===== src/rtl/mips_pkg.sv =====
// Shared definitions for the execute-stage shift unit: operation encodings,
// sequencer states and the default datapath width.
package mips_pkg;

    localparam int LARGURA_PADRAO       = 32;
    localparam int LARGURA_SHAMT_PADRAO = 5;

    typedef enum logic [1:0] {
        OP_SRL = 2'b00,
        OP_SRA = 2'b01,
        OP_SLL = 2'b10,
        OP_ROR = 2'b11
    } operacao_e;

    typedef enum logic [1:0] {
        OCIOSO     = 2'b00,
        DESLOCANDO = 2'b01,
        CONCLUIDO  = 2'b10
    } estado_e;

endpackage


===== src/rtl/passo_deslocamento.sv =====
// One-bit shift/rotate step; the sequencer applies it once per clock.
module passo_deslocamento
    import mips_pkg::*;
#(
    parameter int LARGURA = LARGURA_PADRAO
) (
    input  logic [LARGURA-1:0] registrador_i,
    input  operacao_e          operacao_i,
    output logic [LARGURA-1:0] proximo_o
);

    always_comb begin
        proximo_o = registrador_i;
        case (operacao_i)
            OP_SRL:  proximo_o = {1'b0, registrador_i[LARGURA-1:1]};
            OP_SRA:  proximo_o = {registrador_i[LARGURA-1], registrador_i[LARGURA-1:1]};
            OP_SLL:  proximo_o = {registrador_i[LARGURA-2:0], 1'b0};
            OP_ROR:  proximo_o = {registrador_i[0], registrador_i[LARGURA-1:1]};
            default: proximo_o = registrador_i;
        endcase
    end

endmodule


===== src/rtl/deslocador_sequencial.sv =====
// Iterative shifter: one bit position per clock, start/ready handshake,
// result published only on completion.
//
// state      | meaning
// OCIOSO     | idle; accepts inicio (including the pronto cycle)
// DESLOCANDO | one step per edge until the latched count reaches zero
// CONCLUIDO  | final busy cycle; its exit edge publishes dado_out and pronto
module deslocador_sequencial
    import mips_pkg::*;
#(
    parameter int LARGURA       = LARGURA_PADRAO,
    parameter int LARGURA_SHAMT = LARGURA_SHAMT_PADRAO
) (
    input  logic                     clk,
    input  logic                     reset,
    input  logic                     inicio,
    input  logic [1:0]               operacao,
    input  logic [LARGURA_SHAMT-1:0] shamt,
    input  logic [LARGURA-1:0]       dado_in,
    output logic [LARGURA-1:0]       dado_out,
    output logic                     pronto,
    output logic                     ocupado
);

    localparam logic [LARGURA_SHAMT-1:0] CONT_UM = LARGURA_SHAMT'(1);

    estado_e                  estado_q, estado_d;
    operacao_e                op_q, op_d;
    logic [LARGURA-1:0]       reg_q, reg_d;
    logic [LARGURA-1:0]       dado_out_q, dado_out_d;
    logic [LARGURA_SHAMT-1:0] cont_q, cont_d;
    logic                     pronto_q, pronto_d;
    logic [LARGURA-1:0]       passo;

    passo_deslocamento #(
        .LARGURA (LARGURA)
    ) u_passo (
        .registrador_i (reg_q),
        .operacao_i    (op_q),
        .proximo_o     (passo)
    );

    always_ff @(posedge clk or posedge reset) begin
        if (reset) begin
            estado_q   <= OCIOSO;
            op_q       <= OP_SRL;
            reg_q      <= '0;
            dado_out_q <= '0;
            cont_q     <= '0;
            pronto_q   <= 1'b0;
        end else begin
            estado_q   <= estado_d;
            op_q       <= op_d;
            reg_q      <= reg_d;
            dado_out_q <= dado_out_d;
            cont_q     <= cont_d;
            pronto_q   <= pronto_d;
        end
    end

    always_comb begin
        estado_d   = estado_q;
        op_d       = op_q;
        reg_d      = reg_q;
        dado_out_d = dado_out_q;
        cont_d     = cont_q;
        pronto_d   = 1'b0;
        case (estado_q)
            OCIOSO: begin
                if (inicio) begin
                    reg_d    = dado_in;
                    op_d     = operacao_e'(operacao);
                    cont_d   = shamt;
                    estado_d = (shamt != '0) ? DESLOCANDO : CONCLUIDO;
                end
            end
            DESLOCANDO: begin
                reg_d  = passo;
                cont_d = cont_q - CONT_UM;
                if (cont_q == CONT_UM) begin
                    estado_d = CONCLUIDO;
                end
            end
            CONCLUIDO: begin
                dado_out_d = reg_q;
                pronto_d   = 1'b1;
                estado_d   = OCIOSO;
            end
            default: estado_d = OCIOSO;
        endcase
    end

    // pronto is only raised on the edge back to OCIOSO, so it can never overlap ocupado
    always_comb begin
        dado_out = dado_out_q;
        pronto   = pronto_q;
        ocupado  = (estado_q != OCIOSO);
    end

endmodule


===== config.mk =====
export PLATFORM = sky130hd
export DESIGN_NAME = deslocador_sequencial
export DESIGN_NICKNAME = d
export VERILOG_FILES = /design/src/rtl/mips_pkg.sv /design/src/rtl/passo_deslocamento.sv /design/src/rtl/deslocador_sequencial.sv
export SDC_FILE = /design/constraint.sdc
export NUM_CORES = 1
export LEC_CHECK = 0
export CAP_MARGIN = 5
export CORE_MARGIN = 2
export CORE_UTILIZATION = 53
export DETAILED_ROUTE_END_ITERATION = 10
export HOLD_SLACK_MARGIN = 0.1
export PLACE_DENSITY = 0.8
export SYNTH_ARGS = -nofsm -noshare
export SYNTH_HDL_FRONTEND = slang
export SYNTH_SLANG_ARGS = --single-unit

===== constraint.sdc =====
create_clock -name clk -period 5 [get_ports clk]
set_input_delay 0.75 -clock clk [delete_from_list [all_inputs] [get_ports clk]]
set_output_delay 0.75 -clock clk [all_outputs]
set_load 0.02 [all_outputs]

* Yosys cells after proc, flatten, opt, wreduce, memory -nomap -nowiden
Index checks and enable logic that the tools add are counted.
** Word-level totals
- Register bits :: 74
- Bits of input ports :: 42
- Logic and storage cells :: 36
** Operators by class
- $add $sub $neg :: 1
- Equality and inequality tests :: 9
- Multiplexer cells :: 10
- Reduce and logical (&&, ||, !) cells :: 9
** Operators with widths (number)
- $pmux W32 S4 :: 1
- $pmux W32 S2 :: 1
- $mux W32 :: 1
- $pmux W5 S2 :: 1
- $eq A2 B2 Y1 const B :: 3
- $mux W2 :: 3
- $ne A2 B2 Y1 const B :: 3
- $reduce_and A2 Y1 :: 3
- $eq A5 B1 Y1 const B :: 1
- $mux W5 :: 1
- $reduce_bool A5 Y1 :: 1
- $sub A5 B1 Y5 const B :: 1
- $eq A2 B1 Y1 const B :: 2
- $logic_not A2 Y1 :: 2
- $pmux W2 S2 :: 1
- $reduce_bool A2 Y1 :: 2
- $reduce_and A3 Y1 :: 1
- $mux W1 :: 1

* Depth between registers and ports, before layout
- Word-level depth :: 4
- Gate-level depth with buffers :: 6

* Hierarchy
From an unflattened synthesis, not the netlist that was laid out.
** Unflattened totals
- Cell total of the unflattened synthesis :: 341
- Area total of the unflattened synthesis :: 3872.5 um^2
** By module, submodules not included
- deslocador_sequencial :: times used 1, cells an instance 303, area each 3318.2 um^2
- passo_deslocamento :: times used 1, cells an instance 38, area each 554.3 um^2

* Worst setup path after synthesis
OpenSTA, ideal clock, no wires.
- Path kind :: reg2out
- Start :: register estado_q[0]
- End :: output port ocupado
- Arrival :: 0.859 ns
- Required time :: 4.250 ns
- Slack :: 3.391 ns
- Cell stages (with the launch flop) :: 3
- Buffers on the path :: 1
- Path through :: dfrtp_1 buf_4 or2_2
** On the way
- Word-level cells in the longest chain between the ends :: 1
** Ends and longest elaborated chain
- start: declaration :: line deslocador_sequencial.sv:27 : estado_e estado_q, estado_d;
- start signal: assignment :: line deslocador_sequencial.sv:52 : estado_q <= estado_d;
- $reduce_bool A2 Y1 :: line deslocador_sequencial.sv:97 : ocupado = (estado_q != OCIOSO);
- end: declaration :: line deslocador_sequencial.sv:22 : output logic ocupado
Every way passes these cells.

* Worst setup path after layout
Same ends and word-level chain as after synthesis.

==> results.cfg <==
[pwr]
clkPwrFrac_pct = 15.7
switchingPower_mw = 1.288
pwr-share-comb_pct = 47.1
power.total_mw = 3.252
pwr-share-seq_pct = 37.2
ir_drop_v = 0.0003449
powerDensity_nw_per_um2 = 690.3
internal_power_mw = 1.964
total_leakage_power_nw = 2.006
swShare_pct = 39.61

[hold_path]
hold_path_depth = 1
worstHoldStart = dado_out[4]$_DFFE_PP0P_
hold_end = dado_out[4]$_DFFE_PP0P_
min_path_type = register to register

[grt]
grt_max_degree = 47
gr-usage-all-layers_pct = 22.09
gr-total-overflow = 0
grt_pass1_vias = 2711
antenna_found_initial = 0
grt_pass1_wl_um = 13320

[finish]
num-nets-final = 441
antenna-diode-count = 0
syn_to_final_growth_pct = 26.17
drive_above_1_share_pct = 17.16
final_cell_mix = clkdlybuf4s50_1 (75), dfrtp_1 (74), nand2_1 (36)
layout_commonest_cell = clkdlybuf4s50_1
seqCellArea_um2 = 1852
fill_cells = 532
multi_input_area_um2 = 1724

[clock_network]
htree_num_levels = 3
cts.sinks = 74
cts_tree = built
cts_resized = 0
postCtsSetupRepairBufs = 0
cts_made_buffers = 9
clk_latency_ns = 0.34
path_clk_slew_ns = 0.08
clk_path_buf_depth = 2
cts-hold-fix-buffers = 0
cts-root-buf = clkbuf_8

[floorplanning]
die_area_um2 = 7732
die_h_um = 87.93
initial_core_util_pct = 54.95
fp.dieW_um = 87.93
rows = 30
core-area_um2 = 6794
ios = 76

[yosys]
synthesis.instances = 336
syn_area_um2 = 3734
synth.yosys.warnings = 0
yosysUniqueCellTypes = 42
syn_avg_cell_area_um2 = 11.11
yosysSeqAreaShare_pct = 49.60
syn_nets = 380
ys_ff_latch = 74

[critical_path]
worst-r2r-cell-count = 3
cp_top_family = flip-flops
arrival_ns = 1.82
r2r_setup_slack_ns = 2.47
required_ns = 4.25
path_max_fanout = 12
critPathLaunch = estado_q[0]$_DFFE_PP0P_
cp_num_buf_inv = 1
startpoint_type = register
reg2reg_to = reg_q[2]$_DFFE_PP0P_
cp_slowest_stage_delay_ns = 0.69
cp-end-kind = output pin
crit_type = register to output pin
slowest_stage = dfrtp_1
r2r-start = op_q[1]$_DFFE_PP0P_
crit_chain = or2_2 > clkdlybuf4s50_1

[sta]
finalMaxSlewViolations = 0
fin_crit_sh_pct = 51.37
rsz0062_at_grt = false
tightest_slew_ns = 1.182
skew_ns = 0.01164
slew_headroom_pct = 21.20
finalSetupTns_ns = 0
min_period_ns = 2.568
clock.fmax_mhz = 389.4
setup_viol = 0
worst_slack_ns = 2.432
hold_viol = 0

[route]
drc = 0
drt_iter0_markers = 170
drt-pass1-iter-count = 4
wirelength_um = 8025
via_per_inst = 5.719
vias = 2848
wire_per_inst_um = 16.11
postRouteAntennaNets = 0

[placement]
gp_congestion = 0.8394
preCtsSetupSlack_ns = 2.137
dp_hpwl_um = 5241
port_buffers = 75

[run_status]
outcome = completed

[job]
cap_violations = 0
==> worst max-delay path by stage <==
stage,depth (start not counted),slack (ns),endpoint
finish,2,2.43,ocupado
global route,3,2.18,reg_q[8]$_DFFE_PP0P_
CTS,2,2.42,ocupado
detailed placement,5,2.14,reg_q[31]$_DFFE_PP0P_
global placement,5,2.20,reg_q[31]$_DFFE_PP0P_
floorplan,1,2.37,cont_q[0]$_DFFE_PP0P_
==> registers in the layout, summed over array words and instances (netlist names) <==
| signal | flops |
|---|---|
| dado_out | 32 |
| reg_q | 32 |
| cont_q | 5 |
| estado_q | 2 |
| op_q | 2 |
| pronto | 1 |
==> area by class of cell <==
class	instances	share of cell area, %
well taps	96	2.550
clock inverters	5	1.647
inverters	4	0.3187
multi-input cells	229	36.60
flip-flops and latches	74	39.31
repair buffers	79	16.57
clock buffers	11	3.001
==> routing by layer <==
metal	part of all wire (%)	vias up	track usage (%)
li1	-	1343	-
met1	47	1408	32.30
met2	47	91	33.20
met3	5.3	6	3.770
met4	0.74	0	7.972
met5	0	-	0
==> power by group through the flow <==
stage	combinational [mW]	sequential, mW	clock, mW
floorplan	1.03	1.24	0
global placement	1.49	1.21	0
detailed placement	1.54	1.22	0
CTS	1.54	1.21	0.520
global route	1.67	1.26	0.546
finish	1.53	1.21	0.512
==> cells in the mapped netlist <==
master	number	area, um^2
o2bb2ai_1	1	8.760
ha_1	2	25.02
nor4b_1	1	8.760
dfrtp_1	74	1852
buf_4	11	82.58
buf_2	9	45.04
and3b_1	30	262.8
nand2b_1	2	12.51
o21ai_0	1	5.000
o211ai_1	1	7.510
or3b_1	1	8.760
o21bai_1	1	7.510
a211oi_1	30	225.2
nor2_1	33	123.9
o22a_1	2	17.52
a221o_1	1	10.01
mux2_1	1	11.26
nor3b_1	1	7.510
nand3b_1	2	15.01
nor2b_1	1	6.260
or2_2	1	6.260
a311o_1	1	10.01
clkbuf_1	7	26.28
nor3b_4	1	18.77
buf_1	2	7.510
nand3_1	1	5.000
o32ai_1	1	8.760
or4_1	1	7.510
nor3_1	2	10.01
mux2_2	32	360.4
and2b_1	1	7.510
mux2i_1	3	30.03
o31ai_2	13	162.7
inv_1	4	15.01
a31oi_1	1	6.260
o311a_1	1	10.01
nand2_1	36	135.1
a21oi_1	3	15.01
nand4_1	1	6.260
o31ai_1	17	127.6
a2bb2oi_1	1	8.760
or3_1	1	6.260
==> stage by stage <==
stage / util (%) / cell area, um^2 / hold slack (ns) / instances
finish: 69.34 / 4711 / 0.5078 / 498
global route: 69.34 / 4711 / 0.5237 / 498
CTS: 69.34 / 4711 / 0.5127 / 498
detailed placement: 66.11 / 4492 / 0.4948 / 482
global placement: 66.11 / 4492 / 0.4894 / 482
floorplan: - / 3734 / 0.4759 / 336
==> kinds of logic (layout without fill, tap and decap cells) <==
group | count (synthesis) | in the layout | share of synthesized area [%]
fa+ha+maj | 2 | 2 | 0.6701
simple gates | 116 | 116 | 17.36
mux | 36 | 36 | 10.76
flops | 74 | 74 | 49.60
buf+inv | 33 | 99 | 4.725
compound gates | 75 | 75 | 16.89
==> worst register-to-register path: cells and delay by family (launching register included) <==
family             cells  cell delay (ns)
AOI/OAI and AO/OA      2             0.66
DFF                    1             0.89
and+or+nand+nor        1             0.86
Power figures use the tool's default switching activity.
